## src/rtl/result_fifo_pkg.sv

```systemverilog
// Shared defaults, pointer/count width derivation and frame FSM encoding for result_fifo.
package result_fifo_pkg;

  localparam int unsigned WIDTH_DEF = 21;
  localparam int unsigned DEPTH_DEF = 8;

  function automatic int unsigned ptr_w(input int unsigned depth);
    return (depth > 1) ? $clog2(depth) : 1;
  endfunction

  // One extra bit so the count can represent DEPTH itself.
  function automatic int unsigned cnt_w(input int unsigned depth);
    return ptr_w(depth) + 1;
  endfunction

  typedef enum logic [1:0] {
    IDLE  = 2'd0,
    FILL  = 2'd1,
    DRAIN = 2'd2
  } frame_state_t;

endpackage

```

## src/rtl/fifo_mem.sv

```systemverilog
// DEPTH x WIDTH register array, one write port, one registered read port (1-cycle latency).
// No backpressure: callers gate wr_en/rd_en; only the read register is reset.
module fifo_mem
  import result_fifo_pkg::*;
#(
  parameter int unsigned WIDTH = WIDTH_DEF,
  parameter int unsigned DEPTH = DEPTH_DEF,
  localparam int unsigned AW   = ptr_w(DEPTH)
) (
  input  logic             clk,
  input  logic             rst,
  input  logic             wr_en,
  input  logic [AW-1:0]    wr_addr,
  input  logic [WIDTH-1:0] wr_data,
  input  logic             rd_en,
  input  logic [AW-1:0]    rd_addr,
  output logic [WIDTH-1:0] rd_data
);

  logic [WIDTH-1:0] mem [DEPTH];

  always_ff @(posedge clk) begin
    if (wr_en) begin
      mem[wr_addr] <= wr_data;
    end
  end

  // Holds its value between reads so the popped word stays visible downstream.
  always_ff @(posedge clk) begin
    if (rst) begin
      rd_data <= '0;
    end else if (rd_en) begin
      rd_data <= mem[rd_addr];
    end
  end

endmodule

```

## src/rtl/result_fifo.sv

```systemverilog
// Result FIFO with frame tracking: 1-cycle read latency, registered rd_data/rd_valid.
// Writes to a full FIFO are dropped and flagged in sticky overflow; reads of an empty FIFO are ignored.
module result_fifo
  import result_fifo_pkg::*;
#(
  parameter int unsigned WIDTH = WIDTH_DEF,
  parameter int unsigned DEPTH = DEPTH_DEF,
  localparam int unsigned AW   = ptr_w(DEPTH),
  localparam int unsigned CW   = cnt_w(DEPTH)
) (
  input  logic             clk,
  input  logic             rst,
  input  logic             wr_req,
  input  logic [WIDTH-1:0] wr_data,
  input  logic             done,
  input  logic             rd_req,
  output logic [WIDTH-1:0] rd_data,
  output logic             rd_valid,
  output logic             empty,
  output logic             full,
  output logic [CW-1:0]    count,
  output logic             overflow,
  output logic             frame_done
);

  logic [AW-1:0] wr_ptr;
  logic [AW-1:0] rd_ptr;
  logic          wr_acc;
  logic          rd_acc;
  logic [CW-1:0] count_nxt;
  frame_state_t  state;
  frame_state_t  state_nxt;
  logic          frame_done_nxt;

  assign empty  = (count == '0);
  assign full   = (count == CW'(DEPTH));
  // Full with both requests: the read wins and the write is dropped.
  assign wr_acc = wr_req && !full;
  assign rd_acc = rd_req && !empty;

  always_comb begin
    count_nxt = count;
    if (wr_acc && !rd_acc) begin
      count_nxt = count + 1'b1;
    end else if (!wr_acc && rd_acc) begin
      count_nxt = count - 1'b1;
    end
  end

  fifo_mem #(
    .WIDTH (WIDTH),
    .DEPTH (DEPTH)
  ) u_mem (
    .clk     (clk),
    .rst     (rst),
    .wr_en   (wr_acc),
    .wr_addr (wr_ptr),
    .wr_data (wr_data),
    .rd_en   (rd_acc),
    .rd_addr (rd_ptr),
    .rd_data (rd_data)
  );

  // Pointers wrap naturally because DEPTH is a power of two.
  always_ff @(posedge clk) begin
    if (rst) begin
      wr_ptr   <= '0;
      rd_ptr   <= '0;
      count    <= '0;
      rd_valid <= 1'b0;
      overflow <= 1'b0;
    end else begin
      if (wr_acc) begin
        wr_ptr <= wr_ptr + 1'b1;
      end
      if (rd_acc) begin
        rd_ptr <= rd_ptr + 1'b1;
      end
      count    <= count_nxt;
      rd_valid <= rd_acc;
      if (wr_req && full) begin
        overflow <= 1'b1;
      end
    end
  end

  always_ff @(posedge clk) begin
    if (rst) begin
      state      <= IDLE;
      frame_done <= 1'b0;
    end else begin
      state      <= state_nxt;
      frame_done <= frame_done_nxt;
    end
  end

  // Frame tracking only observes accepts; it never gates data flow.
  always_comb begin
    state_nxt      = state;
    frame_done_nxt = 1'b0;
    unique case (state)
      IDLE: begin
        if (wr_acc) begin
          state_nxt = done ? DRAIN : FILL;
        end else if (done) begin
          frame_done_nxt = 1'b1;
        end
      end
      FILL: begin
        if (done) begin
          state_nxt = DRAIN;
        end
      end
      DRAIN: begin
        if (count_nxt == '0) begin
          state_nxt      = IDLE;
          frame_done_nxt = 1'b1;
        end
      end
      default: begin
        state_nxt = IDLE;
      end
    endcase
  end

endmodule

```

## config.mk

```make
export PLATFORM = sky130hd
export DESIGN_NAME = result_fifo
export DESIGN_NICKNAME = d
export VERILOG_FILES = /design/src/rtl/result_fifo_pkg.sv /design/src/rtl/fifo_mem.sv /design/src/rtl/result_fifo.sv
export SDC_FILE = /design/constraint.sdc
export NUM_CORES = 1
export LEC_CHECK = 0
export ABC_AREA = 1
export CORE_MARGIN = 2
export CORE_UTILIZATION = 40
export CTS_BUF_LIST = sky130_fd_sc_hd__clkbuf_4 sky130_fd_sc_hd__clkbuf_8
export DETAILED_ROUTE_END_ITERATION = 6
export SYNTH_ARGS = -nofsm -noshare
export SYNTH_HDL_FRONTEND = slang
export SYNTH_SLANG_ARGS = --single-unit
```

## constraint.sdc

```tcl
create_clock -name clk -period 3.3 [get_ports clk]
set_input_delay 0.495 -clock clk [delete_from_list [all_inputs] [get_ports clk]]
set_output_delay 0.495 -clock clk [all_outputs]
set_load 0.02 [all_outputs]
```

==> impl_metrics.ini <==
[finish]
post_route_cells_drive_above_1_share_pct = 12.7
design.final.nets = 725
layout_commonest_cell = sky130_fd_sc_hd__edfxtp_1
most-common-layout-cells = sky130_fd_sc_hd__edfxtp_1 (168), sky130_fd_sc_hd__nor2_1 (90), sky130_fd_sc_hd__o21ai_0 (88), sky130_fd_sc_hd__clkdlybuf4s50_1 (55), sky130_fd_sc_hd__nand2_1 (53)
final_cell_count_no_fill = 984
antennaDiodeCount = 0
syn2layout_area_growth_pct = 18.8

[clock_network]
post_cts_hold_buffer_count = 0
cts.sinks = 204
post_cts_resize_count = 0
cts_tree = yes
cts_max_level = 2
maximum_clock_insertion_buffer_count = 3
clkTransAtPathRegs_ns = 0.06
worstSkewPairLatency_ns = 0.51
postCtsSetupRepairBufs = 0
cts_root_buffer = sky130_fd_sc_hd__clkbuf_8
cts_buffers = 34

[worst_setup_path]
timing.critical_path.fanout_max = 6
endpoint_arrival_time_on_the_critical_path_ns = 2.11
worstSetupStartpointType = flop
worstSetupStartpoint = count[0]$_SDFF_PP0_
crit_path_kind = reg -> out
worst_ep_required_time_ns = 2.80
worst_setup_path_end_kind = output port
regToRegStartpoint = count[0]$_SDFF_PP0_

[status]
run_status = finished clean

[detailed_routing]
top_metal_used = met4
drt-initial-drc-count = 396
postRouteWirelength_um = 18100
met2_length_um = 8160
drcViolationCount = 0
m1_wire_length_um = 8280
vias = 5201
met3WireLength_um = 1360
via_density = 5.29
post_drt_wl_per_cell_um = 18.4
first_pass_iters = 4
detail-route-antenna-nets = 0

[die]
floorplan.initialDensity_pct = 40.7
coreArea_mm2 = 0.0194
fp.dieW_um = 145
die_h_um = 145
floorplan.io_pins = 56
die_footprint_mm2 = 0.0209
placementRows = 51

[place]
hpwl_um = 10900
buffer_ports.inserted = 55
gp_routability_congestion = 0.739
numPlacedInstances = 924

[timing]
finalSetupTns_ns = 0
peak_clock_frequency_supported_by_timing_mhz = 384
final_skew_ns = 0.0169
relSlewSlack_pct = 47.2
rsz0062_at_grt = false
final_period_minus_worst_setup_slack_ns = 2.61
max_slew.worst_pin.slew_ns = 0.789
timing.final.max_slew_violations = 0
setup_viol_count_final = 0
report.final.hold_viol_count = 0
fin_crit_sh_pct = 79.0

[synth]
synth_enable_flop_cells = 168
postSynthCellCount = 627
synth_nets = 657
synth_flop_cell = sky130_fd_sc_hd__edfxtp_1
synth_top_cells_by_area = sky130_fd_sc_hd__edfxtp_1 (64%), sky130_fd_sc_hd__dfxtp_1 (9.1%), sky130_fd_sc_hd__o21ai_0 (5.6%), sky130_fd_sc_hd__nor2_1 (4.7%), sky130_fd_sc_hd__nand2_1 (2.5%)
synthArstFlopShare_pct = 0
synth_cell_types = 30
yosys_register_bits = 204
synth_seq_area_share_pct = 73.0
ys.warnings.count = 0
post_synth_top_area_cell = sky130_fd_sc_hd__edfxtp_1
post-synth-top-area-fraction_pct = 63.9
mappedNetlistArea_mm2 = 0.00790
syn_area_per_cell_um2 = 12.6

[global_routing]
antenna_found_initial = 0
grt_first_pass_wirelength_um = 28000
grt_overflow_total = 0
grt_max_degree = 86
globalRouteTotalUtil_pct = 17.8
first_global_vias = 5059

[min_path]
worstHoldPathType = reg -> reg
min_from = overflow$_SDFFE_PP0P_

[power]
static-leakage-power_uw = 0.00312
clkPwrFrac_pct = 28.4
internal_power_uw = 4910
total_power_uw = 7360
switching_share_pct = 33.4
p_sw_uw = 2460
worst_ir_drop_vdd_v = 0.000248
sequentialPowerShare_pct = 42.6
power_density_mw_per_mm2 = 784
logic_pwr_share_pct = 29.0

[flow_run]
cap_viol_max_count = 0
-- synth_stat cells, types with 2 or more instances --
| library cell | count |
|---|---|
| sky130_fd_sc_hd__o211ai_1 | 21 |
| sky130_fd_sc_hd__o221ai_1 | 21 |
| sky130_fd_sc_hd__nor2_1 | 98 |
| sky130_fd_sc_hd__o21ai_0 | 88 |
| sky130_fd_sc_hd__nand2_2 | 2 |
| sky130_fd_sc_hd__nand3_1 | 10 |
| sky130_fd_sc_hd__ha_1 | 4 |
| sky130_fd_sc_hd__buf_2 | 4 |
| sky130_fd_sc_hd__nand2_1 | 53 |
| sky130_fd_sc_hd__inv_1 | 17 |
| sky130_fd_sc_hd__a21oi_2 | 2 |
| sky130_fd_sc_hd__edfxtp_1 | 168 |
| sky130_fd_sc_hd__clkbuf_1 | 25 |
| sky130_fd_sc_hd__a21oi_1 | 31 |
| sky130_fd_sc_hd__buf_6 | 2 |
| sky130_fd_sc_hd__clkinv_1 | 2 |
| sky130_fd_sc_hd__buf_1 | 3 |
| sky130_fd_sc_hd__o22ai_1 | 21 |
| sky130_fd_sc_hd__buf_4 | 5 |
| sky130_fd_sc_hd__nor2_2 | 2 |
| sky130_fd_sc_hd__dfxtp_1 | 36 |
| sky130_fd_sc_hd__nor3_1 | 2 |
| sky130_fd_sc_hd__nand3_2 | 3 |
-- cell families (layout without fill, tap and decap cells) --
family | Yosys count | in the layout | share of synthesized area, %
buf+inv | 60 | 152 | 3.37
fa+ha+maj | 4 | 4 | 0.634
simple gates | 172 | 172 | 8.85
compound gates | 186 | 186 | 14.0
flops | 204 | 204 | 73.0
xor+xnor | 1 | 1 | 0.111
-- worst max-delay path, cell delays in order, from the launching register on --
cell and delay, ns:
sky130_fd_sc_hd__dfxtp_1 0.37, sky130_fd_sc_hd__inv_1 0.10, sky130_fd_sc_hd__ha_1 0.31, sky130_fd_sc_hd__nand3_2 0.14
sky130_fd_sc_hd__inv_1 0.09, sky130_fd_sc_hd__clkdlybuf4s50_1 0.60
-- area by class of cell --
cell class                 count  area (um2)
clock inverter                13        58.8
multi-input combinational    363        1890
clock buffer                  47         578
fill                        1738       10000
timing repair buffer          71         683
tap                          265         332
inverter                      21        81.3
sequential                   204        5770
-- flip-flops by register name, indices dropped and copies added, names as in the netlist, 2 cells and up --
name,cells
u_mem.rd_data,21
count,4
rd_ptr,3
state,2
u_mem.mem,168
wr_ptr,3
-- metal layers --
layer	track usage, %	vias to the layer above
li1	-	2443
met2	27.6	185
met4	5.57	0
met3	4.21	30
met5	0	-
met1	25.0	2543
-- path summary, 6_finish.rpt --
path                                end  depth (start not counted)  slack [ns]
min               overflow$_SDFFE_PP0P_                          2        0.46
max                                full                          5        0.69
min reg2reg       overflow$_SDFFE_PP0P_                          2        0.46
max reg2reg  u_mem.mem[2][20]$_DFFE_PP_                          8        0.94
-- power by group through the flow --
stage | combinational, uW | clock, uW | sequential, uW
after floorplan | 1260 | 0 | 3310
after global placement | 2100 | 0 | 3180
after detailed placement | 2140 | 0 | 3190
after CTS | 2140 | 2140 | 3140
after global routing | 2370 | 2250 | 3160
final | 2130 | 2090 | 3140
-- through the flow --
| stage | util (%) | setup slack [ns] | hold WS [ns] | area (um2) |
|---|---|---|---|---|
| 3_3_place_gp | 45.1 | 0.910 | 0.435 | 8750 |
| 4_1_cts | 48.4 | 0.662 | 0.461 | 9390 |
| 2_1_floorplan | - | 0.664 | 0.421 | 7900 |
| 3_5_place_dp | 45.1 | 0.855 | 0.453 | 8750 |
| 5_1_grt | 48.4 | 0.570 | 0.483 | 9390 |
| 6_report | 48.4 | 0.693 | 0.459 | 9390 |
Power figures use the tool's default switching activity.
